$ cat src/rtl/vga_pkg.sv
// Shared VGA timing constants (640x480@60) and the pixel-period phase encoding
// used by the framebuffer arbiter.
package vga_pkg;

    localparam int H_RES   = 640;
    localparam int H_FP    = 16;
    localparam int H_SYNC  = 96;
    localparam int H_BP    = 48;
    localparam int H_TOTAL = H_RES + H_FP + H_SYNC + H_BP;

    localparam int V_RES   = 480;
    localparam int V_FP    = 10;
    localparam int V_SYNC  = 2;
    localparam int V_BP    = 33;
    localparam int V_TOTAL = V_RES + V_FP + V_SYNC + V_BP;

    typedef logic [1:0] phase_t;

    // Phase 0 is the display read slot, phase 1 captures the read data,
    // phase 3 is where the counter parks when the pixel enable stops.
    localparam phase_t PH_DISP = 2'd0;
    localparam phase_t PH_CAPT = 2'd1;
    localparam phase_t PH_LAST = 2'd3;

endpackage

$ cat src/rtl/wr_fifo.sv
// Synchronous FIFO buffering host writes; head is visible on rdata while not
// empty and there is no fall-through from push to pop.
module wr_fifo #(
    parameter  int WIDTH = 27,
    parameter  int DEPTH = 4,
    localparam int AW    = $clog2(DEPTH),
    localparam int LW    = AW + 1
) (
    input  logic             clk,
    input  logic             rst_n,
    input  logic             push,
    input  logic             pop,
    input  logic [WIDTH-1:0] wdata,
    output logic [WIDTH-1:0] rdata,
    output logic             full,
    output logic             empty,
    output logic [LW-1:0]    level
);

    logic [WIDTH-1:0] mem [DEPTH];
    logic [AW-1:0]    wr_ptr;
    logic [AW-1:0]    rd_ptr;
    logic             do_push;
    logic             do_pop;

    assign full    = (level == LW'(DEPTH));
    assign empty   = (level == '0);
    assign do_push = push && !full;
    assign do_pop  = pop && !empty;
    assign rdata   = mem[rd_ptr];

    always_ff @(posedge clk) begin
        if (do_push) mem[wr_ptr] <= wdata;
    end

    // Pointers wrap naturally because DEPTH is a power of two.
    always_ff @(posedge clk or negedge rst_n) begin
        if (!rst_n) begin
            wr_ptr <= '0;
            rd_ptr <= '0;
            level  <= '0;
        end else begin
            if (do_push) wr_ptr <= wr_ptr + 1'b1;
            if (do_pop)  rd_ptr <= rd_ptr + 1'b1;
            case ({do_push, do_pop})
                2'b10:   level <= level + 1'b1;
                2'b01:   level <= level - 1'b1;
                default: level <= level;
            endcase
        end
    end

endmodule

$ cat src/rtl/vram_arbiter.sv
// Single-port VRAM arbiter: one display read slot per pixel period, every
// other RAM cycle drains the buffered host write queue.
module vram_arbiter
    import vga_pkg::*;
#(
    parameter  int H_RES      = vga_pkg::H_RES,
    parameter  int ADDR_W     = 19,
    parameter  int DATA_W     = 8,
    parameter  int FIFO_DEPTH = 4,
    localparam int LW         = $clog2(FIFO_DEPTH) + 1
) (
    input  logic              clk,
    input  logic              rst_n,
    input  logic              pix_ce,
    input  logic              draw,
    input  logic [9:0]        pix,
    input  logic [9:0]        line,
    input  logic              wr_valid,
    input  logic [ADDR_W-1:0] wr_addr,
    input  logic [DATA_W-1:0] wr_data,
    output logic              wr_ready,
    output logic [ADDR_W-1:0] mem_addr,
    output logic              mem_we,
    output logic [DATA_W-1:0] mem_wdata,
    input  logic [DATA_W-1:0] mem_rdata,
    output logic [DATA_W-1:0] pix_data,
    output logic [LW-1:0]     fifo_level
);

    phase_t                     phase;
    logic                       rd_pend;
    logic                       disp_slot;
    logic                       host_pop;
    logic                       fifo_full;
    logic                       fifo_empty;
    logic [ADDR_W+DATA_W-1:0]   head;
    logic [ADDR_W-1:0]          head_addr;
    logic [DATA_W-1:0]          head_data;
    logic [ADDR_W-1:0]          disp_addr;
    logic [ADDR_W-1:0]          addr_hold;
    logic [DATA_W-1:0]          wdata_hold;

    wr_fifo #(
        .WIDTH (ADDR_W + DATA_W),
        .DEPTH (FIFO_DEPTH)
    ) u_wr_fifo (
        .clk   (clk),
        .rst_n (rst_n),
        .push  (wr_valid),
        .pop   (host_pop),
        .wdata ({wr_addr, wr_data}),
        .rdata (head),
        .full  (fifo_full),
        .empty (fifo_empty),
        .level (fifo_level)
    );

    assign {head_addr, head_data} = head;
    assign wr_ready = !fifo_full;

    // Constant-coefficient multiply; reduces to shifts and adds.
    assign disp_addr = ADDR_W'(line) * ADDR_W'(H_RES) + ADDR_W'(pix);

    assign disp_slot = (phase == PH_DISP) && draw;
    assign host_pop  = !disp_slot && !fifo_empty;

    always_comb begin
        mem_addr  = addr_hold;
        mem_wdata = wdata_hold;
        mem_we    = 1'b0;
        if (disp_slot) begin
            mem_addr = disp_addr;
        end else if (host_pop) begin
            mem_addr  = head_addr;
            mem_wdata = head_data;
            mem_we    = 1'b1;
        end
    end

    always_ff @(posedge clk or negedge rst_n) begin
        if (!rst_n) begin
            phase      <= PH_LAST;
            rd_pend    <= 1'b0;
            addr_hold  <= '0;
            wdata_hold <= '0;
            pix_data   <= '0;
        end else begin
            if (pix_ce)
                phase <= PH_DISP;
            else if (phase != PH_LAST)
                phase <= phase + 1'b1;
            rd_pend    <= disp_slot;
            addr_hold  <= mem_addr;
            wdata_hold <= mem_wdata;
            // Read data arrives the cycle after the display slot; otherwise blank.
            if (rd_pend)
                pix_data <= mem_rdata;
            else if (phase == PH_CAPT)
                pix_data <= '0;
        end
    end

endmodule

$ cat config.mk
export PLATFORM = sky130hd
export DESIGN_NAME = vram_arbiter
export DESIGN_NICKNAME = d
export VERILOG_FILES = /design/src/rtl/vga_pkg.sv /design/src/rtl/wr_fifo.sv /design/src/rtl/vram_arbiter.sv
export SDC_FILE = /design/constraint.sdc
export NUM_CORES = 1
export LEC_CHECK = 0
export BUFFER_PORTS_ARGS = -buffer_cell sky130_fd_sc_hd__buf_4
export CAP_MARGIN = 0
export CELL_PAD_IN_SITES_DETAIL_PLACEMENT = 1
export CELL_PAD_IN_SITES_GLOBAL_PLACEMENT = 2
export CORE_AREA = 2 2 153 155
export CTS_BUF_LIST = sky130_fd_sc_hd__clkbuf_8 sky130_fd_sc_hd__clkbuf_16
export DETAILED_ROUTE_END_ITERATION = 16
export DIE_AREA = 0 0 155 157
export GPL_TIMING_DRIVEN = 0
export PLACE_DENSITY_LB_ADDON = 0.1
export SYNTH_ARGS = -nofsm -noshare
export SYNTH_HDL_FRONTEND = slang
export SYNTH_HIERARCHICAL = 1
export SYNTH_SLANG_ARGS = --single-unit
$ cat constraint.sdc
create_clock -name clk -period 3.25 [get_ports clk]
set_input_delay 0.1625 -clock clk [delete_from_list [all_inputs] [get_ports clk]]
set_output_delay 0.1625 -clock clk [all_outputs]
set_load 0.01 [all_outputs]
Word-level counts from Yosys, hierarchy flattened:

Memory sizes are Yosys's and may differ from the RTL's.
Index checks and enable logic that the tools add are counted.
W data, S select, Z words.

* register bits after elaboration: 45
* bits in writable memories: 108
* input port bits: 60
* output and inout bits: 40
* word-level logic and storage cells: 46
* memories kept: 1

* $add $sub $neg: 6
* multipliers: 1
* equal/unequal tests: 5
* mux-type cells: 13
* reductions and logical operators: 12

Memories
* u_wr_fifo.mem: depth 4, width 27, rd ports 1, clocked after Yosys merged registers in 0, write ports 1, RTL line wr_fifo.sv:20 `logic [WIDTH-1:0] mem [DEPTH];`

Operators by type and width (number)
* $mux W19: 2
* $mux W8: 4
* $add A19 B10 Y19: 1
* $mul A10 B3 Y12 const B: 1
* $add A2 B1 Y2 const B: 3
* $pmux W3 S2: 1
* $reduce_bool A2 Y1: 3
* $eq A2 B1 Y1 const B: 2
* $logic_and A1 B1 Y1: 4
* $mux W1: 4
* $mux W2: 2
* $add A3 B1 Y3 const B: 1
* $eq A3 B3 Y1 const B: 1
* $logic_not A1 Y1: 3
* $logic_not A3 Y1: 1
* $sub A3 B1 Y3 const B: 1
* $eq A2 B2 Y1 const B: 1
* $logic_not A2 Y1: 1
* $ne A2 B2 Y1 const B: 1

Logic depth before layout (Yosys ltp):

* word-level depth: 7
* gate-level depth with buffers: 12
* gate-level depth less buffers: 12

By module:

The synthesis kept the hierarchy.

By module, submodules not included
* wr_fifo: times used 1, cells an instance 178, area an instance 4330.4 sq um, sequential area each 3418.3 sq um
* vram_arbiter: times used 1, cells an instance 219, area an instance 2344.7 sq um, sequential area each 953.4 sq um

Least setup slack after synthesis:

OpenSTA, ideal clock, no wires.

* kind: input to output
* start point: input line[1]
* end point: output mem_addr[18]
* arrival time: 2.635 ns
* data required time: 3.087 ns
* slack: 0.453 ns
* stages on the path: 8
* path buffers: 0
* cell sequence: ha_1 -> ha_1 -> fa_1 -> a211oi_1 -> nor2_1 -> o311a_4 -> or4_1 -> a31oi_1

* longest elaborated chain between the ends: 3

RTL lines
* start, declared: RTL line vram_arbiter.sv:17 `input logic [9:0] line,`
* $mul A10 B3 Y12: RTL line vram_arbiter.sv:62 `assign disp_addr = ADDR_W'(line) * ADDR_W'(H_RES) + ADDR_W'(pix);`
* $add A19 B10 Y19: RTL line vram_arbiter.sv:62
* $mux W19: RTL line vram_arbiter.sv:71 `if (disp_slot) begin`
* end, declared: RTL line vram_arbiter.sv:22 `output logic [ADDR_W-1:0] mem_addr,`

Every way passes these cells.

Final worst setup path:

Same ends and word-level chain as after synthesis.

==> summary.md <==
| Metric | Value |
|---|---|
| Nets | between 600 and 700 |
| Post-synth EDFFs | ~110 |
| Die Span X | between 150 and 200 um |
| Post-Syn Area per Cell | roughly 17 um^2 |
| F_max | 326 MHz |
| Hold Crit Depth | 3 |
| Filler cells | around 2300 |
| First-pass detailed-route iteration total | 4 |
| Type of origin of the critical path | input port |
| Storage cell area | 4370 um^2 |
| WP data arrival | 2910 ps |
| Final Cell Area | 8740 um^2 |
| Slowest CP cell | or4_1 |
| Fraction of layout cells with a size suffix above 1 | between 30% and 40% |
| Pin count of the biggest net entering global routing | 46 |
| Hold Fails Final Rpt | 0 |
| Pins Over Slew Limit | 0 |
| Setup bufs post-CTS | 0 |
| Area of the mapped netlist | approximately 6700 um^2 |
| Total Wirelength | 15400 um |
| Rows | 55 |
| Async SR Flop Fraction | between 20 and 30% |
| Worst slack, placed | -205 ps |
| Port Buffers | 99 |
| Post-layout util | just under 40% |
| Clock slew at reported path FFs | roughly 60 ps |
| Status | complete, no violations |
| Avg WL per Cell | 18.1 um |
| Worst path cell trace | buf_4 -> ha_1 -> ha_1 -> fa_2 -> a211oi_2 -> nor2_1 -> o311a_4 -> or4_1 -> a31oi_4 -> buf_4 |
| WHS | 44.0 ps |
| Vias | ~3900 |
| Pwr/cell area | 848 nW/um^2 |
| Max VDD drop | approximately 0.00036 V |
| Vias in the first global route | between 4000 and 5000 |
| Largest cells by area after synthesis | edfxtp_1 (49%), dfrtp_1 (16%), mux4_2 (8.8%), ha_1 (5.1%), mux2_2 (2.4%) |
| DR vias/cell | between 4 and 5 |
| Internal power | around 5.1 mW |
| Final setup fails | 0 |
| Critical Path RT | between 3000 and 4000 ps |
| CTS tree | done |
| Clock sink count | about 150 |
| PnR Total Power | 7.41 mW |
| Routed Antenna Nets | 0 |
| Number of library cell types mapped by synthesis | 49 |
| CTS Buffer Depth | 2 |
| Worst-margin pin slew | 831 ps |
| Capturing element type of the critical path | output pin |
| Critical Path Max Stage Delay | about 580 ps |
| Setup ws final | 182 ps |
| IO Pins | 100 |
| Area leader, netlist | edfxtp_1 |
| Die area | roughly 24000 um^2 |
| TNS Setup | 0 ps |
| Relative slew slack | between 40% and 50% |
| CTS buffer count | 17 |
| Worst path top cell family by delay | adder cells |
| Yosys top cell area share | between 40% and 50% |
| Main flop type after synthesis | edfxtp_1 |
| RSZ-0062 raised after global routing | false |
| Crit Path Category | input port to output pin |
| Combined area of the multi-input logic cells | 2210 um^2 |
| Buf+Inv Stages, Crit Path | 2 |
| Placed standard-cell area | approximately 8000 um^2 |
| Fin crit share | around 94% |
| Min Tclk post-route | 3070 ps |
| Sw Share | 31.8% |
| Worst skew pair latency | between 400 and 500 ps |
| Placed Cells incl. Taps | around 780 |
| DRT iter0 DRCs | 122 |
| Sequential power share | 38.3% |
| R2r worst-path depth | 12 |
| DRC violations left | 0 |
| DIE HEIGHT | roughly 160 um |
| Mapped Cells | a little under 400 |
| Max-cap violations | 0 |
| Max Clock Skew | 10.7 ps |
| DP HPWL | between 10000 and 15000 um |
| Non-Filler Instances | 850 |
| All-Layer GR Usage | between 10% and 20% |
| Core area | between 20000 and 25000 um^2 |
| Leak Pwr | between 3 and 4 nW |
| Synth Net Count | 487 |
| Worst path depth | 10 |
| Clock network fraction of design power | between 20 and 25% |
| Starting Density | around 30% |
| Gpl congestion | ~0.73 |
| Global-route wire length before repair | roughly 24000 um |
| Logic pwr share | between 30% and 40% |
| Yosys Warn Count | 6 |
| FF+latch count, synth | ~150 |
| Congestion Overflow GR | 0 |
| Sw Pwr | roughly 2.4 mW |
| Antenna Cells | 0 |
| Synth-to-Final Area Change | 30.9% |
| Root buf cell | clkbuf_16 |
| Worst Path Max Fanout | 4 |
| Register area share after synthesis | roughly 65% |
| H-tree Lvls | 4 |
| Initial antenna violation count | 0 |
| Worst hold path class | input port to register |
-- power by group through the flow --
stage | Sequential (mW) | Combinational, mW | Clock (mW)
2_1_floorplan | 2.84 | 1.68 | 0
3_3_place_gp | 2.86 | 2.72 | 0
3_5_place_dp | 2.88 | 2.77 | 0
4_1_cts | 2.84 | 2.82 | 1.89
5_1_grt | 2.90 | 3.04 | 1.97
6_report | 2.84 | 2.75 | 1.83
-- worst reg2reg max path, stage by stage (launching register included) --
cell and delay [ps]:
dfstp_2 560, inv_1 50, ha_1 190, nand2_1 110
inv_1 110, nor2_4 330, o31a_1 290, ha_1 240
inv_1 70, fa_1 370, xor2_1 150, nor2_1 130
xor2_1 160
-- area by class of cell --
cell class              instances  area share [%]
plain buffers                  13           0.945
clock buffers                  17            4.87
clock inverters                15            1.45
inverters                      15           0.644
multi-input cells             216            25.3
flip-flops and latches        153            50.0
well taps                     285            4.08
repair buffers                136            12.7
-- placed cells by master (no fill, tap or decap), drive strengths merged, types with 8 or more instances in the layout --
cell type | netlist | final
buf | 8 | 106
xnor2 | 9 | 9
clkbuf | 5 | 23
ha | 27 | 27
mux4 | 27 | 27
mux2 | 14 | 14
nor2 | 22 | 22
a21oi | 12 | 12
mux2i | 15 | 15
o21ai | 16 | 16
dfrtp | 43 | 43
nand2 | 14 | 14
xor2 | 10 | 10
dlygate4sd3 | 0 | 37
clkinv | 0 | 9
edfxtp | 108 | 108
a22o | 8 | 8
inv | 15 | 18
-- registers in the layout (all words and copies together) (netlist names) --
register          cells
u_wr_fifo/rd_ptr      2
u_wr_fifo/level       3
phase                 2
u_wr_fifo/wr_ptr      2
addr_hold            19
wdata_hold            8
rd_pend               1
pix_data              8
u_wr_fifo/mem       108
-- routing by layer --
metal	part of all wire (%)	track usage [%]	vias up	routed length [um]
met3	4.1	2.78	16	628
met2	49	22.6	89	7600
met1	45	16.9	1944	6920
met4	1.3	4.63	0	204
li1	-	-	1834	-
met5	0	0	-	0
-- repair_timing --
action,in CTS,in global routing
gates cloned,0,0
pin swaps,0,1
endpoints found under the setup margin,13,22
gates resized for setup,0,9
endpoints found under the hold margin,161,0
hold buffers,37,0
-- cell usage after synthesis (9+ instances only) --
| cell | number |
|---|---|
| ha_1 | 27 |
| dfrtp_1 | 43 |
| nand2_1 | 14 |
| inv_1 | 15 |
| mux2i_1 | 15 |
| edfxtp_1 | 108 |
| xnor2_1 | 9 |
| mux2_2 | 14 |
| nor2_1 | 22 |
| o21ai_0 | 16 |
| a21oi_1 | 12 |
| mux4_2 | 26 |
-- cells by family after synthesis --
kind of cell               synth area share, %
AOI/OAI and AO/OA                         5.44
and+or+nand+nor                           4.55
buffers and inverters                     2.06
adders and majority gates                 5.96
xor gates and xnor gates                  2.72
muxes                                     13.8
DFF                                       65.5
-- final timing paths --
check / from / to / slack [ps]
setup / recovery: line[1] / mem_addr[18] / 180
hold / removal: pix[6] / addr_hold[6]$_DFF_PN0_ / 40
setup reg to reg: phase[0]$_DFFE_PN1P_ / u_wr_fifo/level[2]$_DFFE_PN0P_ / 410
hold reg to reg: pix_data[7]$_DFFE_PN0P_ / pix_data[7]$_DFFE_PN0P_ / 500
max in group asynchronous: rst_n / u_wr_fifo/wr_ptr[0]$_DFFE_PN0P_ / 2460
min in group asynchronous: rst_n / pix_data[3]$_DFFE_PN0P_ / 320
No activity file was read; power rests on OpenSTA's default activity.
